--- config.mk ---
export PLATFORM = sky130hd
export DESIGN_NAME = zigzag_rle
export DESIGN_NICKNAME = d
export VERILOG_FILES = /design/src/rtl/zigzag_rle.sv
export SDC_FILE = /design/constraint.sdc
export NUM_CORES = 1
export LEC_CHECK = 0
export ABC_AREA = 1
export CORE_ASPECT_RATIO = 0.6
export CORE_MARGIN = 4
export CORE_UTILIZATION = 40
export CTS_CLUSTER_SIZE = 25
export DETAILED_ROUTE_END_ITERATION = 16
export PLACE_DENSITY_LB_ADDON = 0.12
export SYNTH_ARGS = -nofsm -noshare
export SYNTH_HDL_FRONTEND = slang
export SYNTH_SLANG_ARGS = --single-unit
--- constraint.sdc ---
create_clock -name clk -period 17.7 [get_ports clk]
set_input_delay 3.54 -clock clk [delete_from_list [all_inputs] [get_ports clk]]
set_output_delay 3.54 -clock clk [all_outputs]
set_load 0.02 [all_outputs]
--- src/rtl/zigzag_rle.sv ---
`default_nettype none
// +----------------------------------------------------------------------------+
// | Module   : zigzag_rle                                                       |
// | Purpose  : Buffers one 8x8 block of quantized coefficients (raster order),  |
// |            re-reads it in JPEG zigzag order and emits (run, value) symbols  |
// |            with DC, ZRL and EOB handling over a valid/ready interface.      |
// | Options  : ZIGZAG_RLE_STATS_EN adds sym_count / blk_count outputs.          |
// | Revision : 1.0 - initial release                                            |
// +----------------------------------------------------------------------------+
module zigzag_rle #(
  parameter int DW = 8,
  parameter int RW = 4
) (
  input  logic          clk,
  input  logic          reset,
  input  logic [DW-1:0] in_data,
  input  logic          in_valid,
  output logic          in_ready,
  output logic [RW-1:0] out_run,
  output logic [DW-1:0] out_value,
  output logic          out_is_dc,
  output logic          out_last,
  output logic          out_valid,
  input  logic          out_ready,
  output logic          block_done
`ifdef ZIGZAG_RLE_STATS_EN
  ,
  output logic [6:0]    sym_count,
  output logic [15:0]   blk_count
`endif
);

  typedef enum logic [1:0] {
    ST_FILL = 2'd0,
    ST_SCAN = 2'd1,
    ST_DONE = 2'd2
  } state_t;

  localparam logic [RW-1:0] c_run_max = '1;

  // Raster position -> zigzag position, derived from the anti-diagonal the
  // coefficient sits on: odd diagonals are walked top-right to bottom-left,
  // even diagonals bottom-left to top-right.
  function automatic logic [5:0] raster_to_zz(input logic [5:0] a);
    logic [6:0] r, c, d, lo, base, pos;
    r = {4'd0, a[5:3]};
    c = {4'd0, a[2:0]};
    d = r + c;
    if (d < 7'd8) begin
      base = (d * (d + 7'd1)) >> 1;
      lo   = 7'd0;
    end else begin
      base = 7'd64 - (((7'd15 - d) * (7'd16 - d)) >> 1);
      lo   = d - 7'd7;
    end
    pos = d[0] ? (r - lo) : (c - lo);
    return 6'(base + pos);
  endfunction

  state_t        state_q, state_d;
  logic [5:0]    wr_cnt_q, wr_cnt_d;
  logic [5:0]    idx_q, idx_d;
  logic [RW-1:0] run_q, run_d;
  logic [5:0]    last_nz_q, last_nz_d;
  logic          fin_q, fin_d;
  logic          in_ready_q, in_ready_d;
  logic [RW-1:0] out_run_q, out_run_d;
  logic [DW-1:0] out_value_q, out_value_d;
  logic          out_is_dc_q, out_is_dc_d;
  logic          out_last_q, out_last_d;
  logic          out_valid_q, out_valid_d;
  logic          block_done_q, block_done_d;

  // The buffer is written at the zigzag address of each raster sample, so the
  // scan simply walks it linearly (same result as reading via zigzag_to_raster).
  logic [DW-1:0] mem_q [64];

  logic          w_accept;
  logic [5:0]    w_zz;
  logic [DW-1:0] w_coef;
  logic          w_out_free;
  logic          w_xfer;

  assign w_accept   = in_valid && in_ready_q;
  assign w_zz       = raster_to_zz(wr_cnt_q);
  assign w_coef     = mem_q[idx_q];
  assign w_xfer     = out_valid_q && out_ready;
  assign w_out_free = !out_valid_q || out_ready;

  // Coefficient buffer: plain storage, contents are meaningless after reset.
  always_ff @(posedge clk) begin
    if (w_accept) mem_q[w_zz] <= in_data;
  end

  // Next-state and symbol generation.
  always_comb begin
    state_d      = state_q;
    wr_cnt_d     = wr_cnt_q;
    idx_d        = idx_q;
    run_d        = run_q;
    last_nz_d    = last_nz_q;
    fin_d        = fin_q;
    out_run_d    = out_run_q;
    out_value_d  = out_value_q;
    out_is_dc_d  = out_is_dc_q;
    out_last_d   = out_last_q;
    out_valid_d  = out_valid_q && !out_ready;
    block_done_d = 1'b0;
    unique case (state_q)
      ST_FILL: begin
        if (w_accept) begin
          wr_cnt_d = wr_cnt_q + 6'd1;
          if (in_data != '0 && w_zz > last_nz_q) last_nz_d = w_zz;
          if (wr_cnt_q == 6'd63) begin
            state_d = ST_SCAN;
            idx_d   = 6'd0;
            run_d   = '0;
            fin_d   = 1'b0;
          end
        end
      end
      ST_SCAN: begin
        if (w_xfer && out_last_q) begin
          state_d      = ST_DONE;
          block_done_d = 1'b1;
        end else if (!fin_q && w_out_free) begin
          out_is_dc_d = 1'b0;
          out_last_d  = 1'b0;
          if (idx_q == 6'd0) begin
            // DC is always emitted, even when zero.
            out_valid_d = 1'b1;
            out_run_d   = '0;
            out_value_d = w_coef;
            out_is_dc_d = 1'b1;
            idx_d       = 6'd1;
          end else if (w_coef != '0) begin
            out_valid_d = 1'b1;
            out_run_d   = run_q;
            out_value_d = w_coef;
            out_last_d  = (idx_q == 6'd63);
            fin_d       = (idx_q == 6'd63);
            run_d       = '0;
            idx_d       = idx_q + 6'd1;
          end else if (idx_q > last_nz_q) begin
            // Only zeros remain: close the block with EOB.
            out_valid_d = 1'b1;
            out_run_d   = '0;
            out_value_d = '0;
            out_last_d  = 1'b1;
            fin_d       = 1'b1;
          end else if (run_q == c_run_max) begin
            // Sixteenth zero with a nonzero still ahead: ZRL.
            out_valid_d = 1'b1;
            out_run_d   = c_run_max;
            out_value_d = '0;
            run_d       = '0;
            idx_d       = idx_q + 6'd1;
          end else begin
            run_d = run_q + 1'b1;
            idx_d = idx_q + 6'd1;
          end
        end
      end
      ST_DONE: begin
        state_d   = ST_FILL;
        wr_cnt_d  = 6'd0;
        idx_d     = 6'd0;
        run_d     = '0;
        last_nz_d = 6'd0;
        fin_d     = 1'b0;
      end
      default: state_d = ST_FILL;
    endcase
    in_ready_d = (state_d == ST_FILL);
  end

  // Control and output registers.
  always_ff @(posedge clk or posedge reset) begin
    if (reset) begin
      state_q      <= ST_FILL;
      wr_cnt_q     <= 6'd0;
      idx_q        <= 6'd0;
      run_q        <= '0;
      last_nz_q    <= 6'd0;
      fin_q        <= 1'b0;
      in_ready_q   <= 1'b0;
      out_run_q    <= '0;
      out_value_q  <= '0;
      out_is_dc_q  <= 1'b0;
      out_last_q   <= 1'b0;
      out_valid_q  <= 1'b0;
      block_done_q <= 1'b0;
    end else begin
      state_q      <= state_d;
      wr_cnt_q     <= wr_cnt_d;
      idx_q        <= idx_d;
      run_q        <= run_d;
      last_nz_q    <= last_nz_d;
      fin_q        <= fin_d;
      in_ready_q   <= in_ready_d;
      out_run_q    <= out_run_d;
      out_value_q  <= out_value_d;
      out_is_dc_q  <= out_is_dc_d;
      out_last_q   <= out_last_d;
      out_valid_q  <= out_valid_d;
      block_done_q <= block_done_d;
    end
  end

  assign in_ready   = in_ready_q;
  assign out_run    = out_run_q;
  assign out_value  = out_value_q;
  assign out_is_dc  = out_is_dc_q;
  assign out_last   = out_last_q;
  assign out_valid  = out_valid_q;
  assign block_done = block_done_q;

`ifdef ZIGZAG_RLE_STATS_EN
  logic [6:0]  sym_cnt_q, sym_cnt_d;
  logic [6:0]  sym_count_q, sym_count_d;
  logic [15:0] blk_count_q, blk_count_d;

  // Per-block symbol tally, latched together with the block_done pulse.
  always_comb begin
    sym_cnt_d   = sym_cnt_q;
    sym_count_d = sym_count_q;
    blk_count_d = blk_count_q;
    if (w_xfer) begin
      if (out_last_q) begin
        sym_count_d = sym_cnt_q + 7'd1;
        blk_count_d = blk_count_q + 16'd1;
        sym_cnt_d   = 7'd0;
      end else begin
        sym_cnt_d = sym_cnt_q + 7'd1;
      end
    end
  end

  // Statistics registers.
  always_ff @(posedge clk or posedge reset) begin
    if (reset) begin
      sym_cnt_q   <= 7'd0;
      sym_count_q <= 7'd0;
      blk_count_q <= 16'd0;
    end else begin
      sym_cnt_q   <= sym_cnt_d;
      sym_count_q <= sym_count_d;
      blk_count_q <= blk_count_d;
    end
  end

  assign sym_count = sym_count_q;
  assign blk_count = blk_count_q;
`endif

endmodule
`default_nettype wire
==> impl_metrics.csv, run 1 <==
group,metric,value,unit
run_status,status,"finished, final reports clean",
global_routing,grt_use_total,21.61,%
setup_path,cp_max_fo,10,
layout,synthToLayoutAreaGrowth,9.752,%
sta,setup_tns,0,ns
sta,post-route-min-period,7.586,ns
synth,synth_compound_area_share,3.219,%
sta,rsz0062_at_grt,"false",
cts,cts_setup_buffers,0,
setup_path,reg2reg_depth,34,
sta,worst_slew_pin_slew,1.110,ns
cts,htree_num_levels,2,
floorplan,chipWidth,333.2,um
synth,ys_warn_count,0,
placed_design,dpl.hpwl,45.68,mm
flow_run,drv_cap,0,
synth,yosysSeqAreaShare,64.72,%
cts,cts-hold-fix-buffers,0,
synth,synth_top_flop_cell,"edfxtp_1",
synth,yosys-top-cells-area,"edfxtp_1, nand2_1, nand3_1",
setup_path,crit_type,"flip-flop to flip-flop",
synth,yosys.area_share.simple,22.48,%
min_path,min_path_type,"flip-flop to flip-flop",
drt,drc_errors,0,
drt,maxUsedRoutingLayer,"met4",
drt,drtIter0Drc,2028,
cts,cts_max_path_buffers,3,
setup_path,endpoint_kind,"flip-flop",
synth,yosysTopAreaCell,"edfxtp_1",
sta,slew_headroom,26.01,%
synth,synth_cell_types,40,
cts,cts_tree,"done",
synth,synth_edf_count,512,
sta,hold_viol_final,0,
synth,synth-async-reset-ratio,7.581,%
min_path,min_to,"out_value[7]",
floorplan,rows,71,
global_routing,gr-total-overflow,0,
synth,netlist_area,25380,um2
synth,synth_xor_area_share,0.6212,%
sta,max_freq,131.8,MHz
cts,clock-sinks,554,
floorplan,initial_core_util,40.46,%
synth,synth_seq_cells,554,
min_path,min-delay-start,"out_value[7]",
synth,synth_top_family_by_area,"simple AND/OR/NAND/NOR gates",
floorplan,fp.dieH,203.1,um
floorplan,dieArea,67670,um2
sta,finalCritPeriodShare,42.86,%
global_routing,first_global_vias,17248,
cts,clock_latency,0.60,ns
drt,routed_via_density,5.281,
synth,synthMuxAreaShare,0,%
pwr,p_per_area,90.28,nW/um2
synth,synth_top_area_share,60.58,%
setup_path,worst_path_largest_cell_delay,0.52,ns
floorplan,ioPinCount,29,
synth,syn_inst,2504,
cts,cts_root_buf,"clkbuf_16",
drt,routed-wl-met3,7.085,mm
sta,finalSetupViolations,0,
placed_design,port_buffers,28,
pwr,static-leakage-power,10.93,nW
setup_path,r2r_start,"wr_cnt_q[3]",
drt,routed_wl,73.79,mm
setup_path,reg2reg_slack,10.11,ns
drt,ant_nets,0,
synth,synth_common_cells,"nand2_1, edfxtp_1, nor2_1",
layout,diodes,0,
synth,syn-num-nets,2582,
synth,synth.avg_cell_area,10.14,um2
layout,utilization,44.41,%
drt,first_pass_iters,6,
setup_path,r2r-end,"last_nz_q[3]",
placed_design,place.gp.congestion,0.8566,
layout,final_nets,2576,
drt,wire_per_inst,21.86,um
layout,drive_above_1_share,4.456,%
cts,clkTransAtPathRegs,0.06,ns
setup_path,slowest_stage,"fa_1",
drt,met2_length,29.53,mm
global_routing,grt_max_degree,90,
setup_path,required,18.15,ns
synth,post-synth-top-count-cell,"nand2_1",
cts,cts_buffers,51,
sta,maxSlewViolCount,0,
synth,synthAdderAreaFrac,3.668,%
pwr,vdd_ir_drop_max,0.06386,mV
min_path,holdPathStages,2,
setup_path,startpoint_type,"flip-flop",
setup_path,cp.arrival,8.03,ns
global_routing,grt_first_pass_wirelength,109.7,mm
cts,cts_resized,0,
global_routing,antenna_found_initial,3,
sta,worst_clock_skew,0.01568,ns
floorplan,fp.coreArea,62720,um2
drt,vias,17822,
drt,met1Wirelength,35.98,mm
==> critical path: cells and delay by family, from the launching register on <==
| family | cells | cell delay (ns) |
|---|---|---|
| AOI/OAI and AO/OA | 8 | 1.56 |
| xor gates and xnor gates | 2 | 0.33 |
| adders and majority gates | 9 | 3.35 |
| and+or+nand+nor | 8 | 1.08 |
| buffers and inverters | 7 | 0.68 |
| DFF | 1 | 0.43 |
==> routing by layer <==
metal,up-vias,track usage (%)
met3,84,5.133
met4,0,4.041
met5,-,0
met1,8703,34.63
met2,703,29.66
li1,8332,-
==> power breakdown <==
group | leakage (nW) | switching [W] | internal [W] | total (W)
registers | 5.15 | 0.00000000000000000000478 | 0.00143 | 0.00143
clock network | 0.739 | 0.000480 | 0.000572 | 0.00105
logic | 5.04 | 0.0000306 | 0.00000267 | 0.0000333
total | 10.9 | 0.000511 | 0.00200 | 0.00251
==> through the flow <==
step | instance area, um2 | power [W] | hold slack [ns] | setup WS [ns] | std cells
2_1_floorplan | 25380 | 0.001459 | 0.5066 | 11.18 | 2504
3_3_place_gp | 26330 | 0.001492 | 0.4661 | 10.33 | 3284
3_5_place_dp | 26330 | 0.001492 | 0.4674 | 10.18 | 3284
4_1_cts | 27850 | 0.002535 | 0.4874 | 10.16 | 3375
5_1_grt | 27850 | 0.002597 | 0.5174 | 9.463 | 3375
6_report | 27850 | 0.002515 | 0.4834 | 10.11 | 3375
==> layout make-up <==
cell class	count	area (um2)
Timing Repair Buffer	51	412.9
Clock inverter	25	188.9
Multi-Input combinational cell	1622	7610
Inverter	218	824.5
Clock buffer	66	1333
Tap cell	839	1050
Fill cell	6053	34860
Sequential cell	554	16430
==> cell usage in the layout, fill, tap and decap left out, drive strengths merged, types with 2 or more instances in the layout <==
cell,count
clkinv,27
o21bai,2
ha,52
o21a,2
nor3,7
nand4,16
dfrtp,42
xnor2,9
nand3,285
fa,14
xor2,9
o21ai,119
clkdlybuf4s50,20
inv,212
or2,5
a31oi,4
edfxtp,512
nor4,4
bufinv,3
nand3b,8
nor2,313
buf,31
a21oi,24
nand2,743
clkbuf,66
==> registers in the layout (all words and copies together) (netlist names) <==
| register | cells |
|---|---|
| run_q | 4 |
| out_run | 4 |
| out_last | 1 |
| out_value | 8 |
| block_done | 1 |
| mem_q | 512 |
| out_valid | 1 |
| in_ready | 1 |
| fin_q | 1 |
| last_nz_q | 6 |
| out_is_dc | 1 |
| idx_q | 6 |
| state_q | 2 |
| wr_cnt_q | 6 |
==> how the worst max path moves through the flow <==
stage / start / to / slack [ns] / cells past startpoint
4_1_cts: wr_cnt_q[3] / mem_q[47][1] / 10.16 / 29
3_5_place_dp: wr_cnt_q[3] / mem_q[47][6] / 10.18 / 29
3_3_place_gp: wr_cnt_q[3] / mem_q[47][6] / 10.33 / 29
6_report: wr_cnt_q[3] / last_nz_q[3] / 10.11 / 34
5_1_grt: wr_cnt_q[3] / last_nz_q[4] / 9.46 / 34
2_1_floorplan: wr_cnt_q[3] / last_nz_q[5] / 11.18 / 35
==> cells by family (layout without fill, tap and decap cells) <==
logic type | after synthesis | after routing
buffers and inverters | 328 | 360
xor gates and xnor gates | 18 | 18
AOI/OAI and AO/OA | 156 | 156
and+or+nand+nor | 1382 | 1382
DFF | 554 | 554
adders and majority gates | 66 | 66
(Power assumes the default switching activity.)
==> inputs of run 2 (changes only) <==
==> constraint.sdc (replaced) <==
create_clock -name clk -period 8 [get_ports clk]
set_input_delay 1.6 -clock clk [delete_from_list [all_inputs] [get_ports clk]]
set_output_delay 1.6 -clock clk [all_outputs]
set_load 0.02 [all_outputs]
==> impl_metrics.csv, run 2 (same netlist as run 1, synthesis figures left out) <==
group,metric,value,unit
drt,ant_nets,0,
drt,routed_via_density,5.240,
cts,cts_setup_buffers,0,
setup_path,required,8.23,ns
setup_path,reg2reg_slack,0.57,ns
global_routing,grt_first_pass_wirelength,109.0,mm
drt,met1Wirelength,35.81,mm
placed_design,dp_cells,3295,
cts,clock_latency,0.61,ns
drt,vias,17753,
sta,setup_tns,0,ns
floorplan,fp.coreArea,62720,um2
setup_path,slowest_stage,"nor2_1",
pwr,comb_power_share,1.3,%
layout,final_cell_count_no_fill,3388,
pwr,p_per_area,200.0,nW/um2
global_routing,antenna_found_initial,3,
cts,clock-sinks,554,
layout,layout_commonest_cell,"nand2_1",
pwr,vdd_ir_drop_max,0.1523,mV
min_path,holdPathStages,2,
min_path,min-delay-start,"out_value[1]",
min_path,min_path_type,"flip-flop to flip-flop",
setup_path,crit_type,"flip-flop to flip-flop",
flow_run,drv_cap,0,
placed_design,dpl-instance-area,26440,um2
pwr,intPower,0.004449,W
drt,drc_errors,0,
cts,cts_buffers,51,
min_path,min_to,"out_value[1]",
layout,largest_reg_flops,512,
drt,wire_per_inst,21.57,um
cts,htree_num_levels,2,
sta,hold_viol_final,0,
drt,met2_length,29.45,mm
pwr,finalPower,0.005600,W
sta,slew_headroom,30.45,%
global_routing,grt_max_degree,196,
sta,worst_clock_skew,0.02583,ns
layout,nFillCells,6046,
layout,drive_above_1_share,5.139,%
cts,cts_root_buf,"clkbuf_16",
floorplan,fp.dieH,203.1,um
sta,maxSlewViolCount,0,
layout,postLayoutCellArea,28010,um2
drt,first_pass_iters,6,
setup_path,cp_max_fo,10,
setup_path,worst_path_largest_cell_delay,0.62,ns
floorplan,chipWidth,333.2,um
floorplan,rows,71,
layout,final_nets,2587,
pwr,sequentialPowerShare,56.5,%
pwr,switching_power,0.001151,W
setup_path,r2r_start,"wr_cnt_q[3]",
global_routing,first_global_vias,17150,
layout,final_cell_mix,"nand2_1, edfxtp_1, nor2_1",
global_routing,grt_use_total,21.45,%
pwr,pwr-share-clk,42.2,%
sta,rsz0062_at_grt,"false",
setup_path,reg2reg_depth,30,
setup_path,cp.arrival,7.66,ns
floorplan,dieArea,67670,um2
setup_path,endpoint_kind,"flip-flop",
global_routing,gr-total-overflow,0,
setup_path,r2r-end,"mem_q[26][1]",
setup_path,startpoint_type,"flip-flop",
sta,worst_slew_pin_slew,1.041,ns
floorplan,ioPinCount,29,
cts,cts-hold-fix-buffers,0,
drt,routed_wl,73.08,mm
placed_design,place.gp.congestion,0.8340,
cts,cts_max_path_buffers,3,
drt,routed-wl-met3,6.715,mm
cts,clkTransAtPathRegs,0.07,ns
layout,registers.top_by_ff_count,"mem_q",
pwr,static-leakage-power,11.02,nW
cts,cts_tree,"done",
pwr,p_sw_share,20.56,%
drt,drtIter0Drc,1805,
placed_design,port_buffers,28,
floorplan,initial_core_util,40.46,%
drt,maxUsedRoutingLayer,"met5",
sta,post-route-min-period,7.429,ns
sta,finalCritPeriodShare,92.86,%
placed_design,dpl.hpwl,45.41,mm
run_status,status,"finished, final reports clean",
sta,max_freq,134.6,MHz
layout,synthToLayoutAreaGrowth,10.35,%
sta,finalSetupViolations,0,
layout,diodes,0,
-- run 2: cell types whose count changed in the layout (fill, tap and decap cells not counted), sizes merged --
cell	before	now
clkinv	27	30
inv	212	213
buf	31	42
clkbuf	66	64
-- run 2: worst max-delay path: cells and delay by family (launching register included) --
family / cells / cell delay [ns]
xor gates and xnor gates: 2 / 0.35
AOI/OAI and AO/OA: 5 / 0.62
and+or+nand+nor: 9 / 2.20
DFF: 1 / 0.43
buffers and inverters: 6 / 0.55
adders and majority gates: 8 / 2.88
-- run 2: layout make-up --
| class | count | area, um2 | area share (%) |
|---|---|---|---|
| tap | 839 | 1050 | 3.748 |
| multi-input combinational | 1622 | 7612 | 27.18 |
| clock inverter | 29 | 229.0 | 0.8176 |
| sequential | 554 | 16430 | 58.68 |
| inverter | 218 | 824.5 | 2.944 |
| timing repair buffer | 62 | 520.5 | 1.859 |
| clock buffer | 64 | 1335 | 4.767 |
-- run 2: what timing repair did --
| action | in CTS | in global routing |
|---|---|---|
| endpoints found under the hold margin | 0 | 0 |
| setup endpoints to repair | 0 | 13 |
| gates resized for setup | 0 | 2 |
-- run 2: how the worst max path moves through the flow --
stage	from	end	slack, ns	depth (start not counted)
2_1_floorplan	wr_cnt_q[3]	last_nz_q[5]	1.48	35
3_3_place_gp	wr_cnt_q[3]	mem_q[29][6]	0.64	30
3_5_place_dp	wr_cnt_q[3]	mem_q[29][2]	0.57	30
4_1_cts	wr_cnt_q[3]	mem_q[29][2]	0.55	30
5_1_grt	wr_cnt_q[3]	mem_q[26][1]	0.002	30
6_report	wr_cnt_q[3]	mem_q[26][1]	0.57	30
-- run 2: per-stage QoR --
stage / utilization, % / worst slack (ns) / hold slack [ns]
2_1_floorplan: - / 1.478 / 0.5066
3_3_place_gp: 42.16 / 0.6423 / 0.4657
3_5_place_dp: 42.16 / 0.5674 / 0.4619
4_1_cts: 44.65 / 0.5454 / 0.4812
5_1_grt: 44.65 / 0.001639 / 0.4962
6_report: 44.65 / 0.5710 / 0.4781
-- run 2: power by group through the flow --
stage	Clock, W	Combinational (W)	Sequential [W]
2_1_floorplan	0	0.00000332	0.00322
3_3_place_gp	0	0.0000766	0.00322
3_5_place_dp	0	0.0000765	0.00322
4_1_cts	0.00241	0.0000765	0.00316
5_1_grt	0.00254	0.0000802	0.00316
6_report	0.00236	0.0000738	0.00316
-- run 2: layer usage --
layer  track usage (%)  vias to the layer above
li1                  -                     8353
met1             33.89                     8686
met2             29.69                      636
met3             5.496                       76
met4             4.010                        2
met5                 0                        -
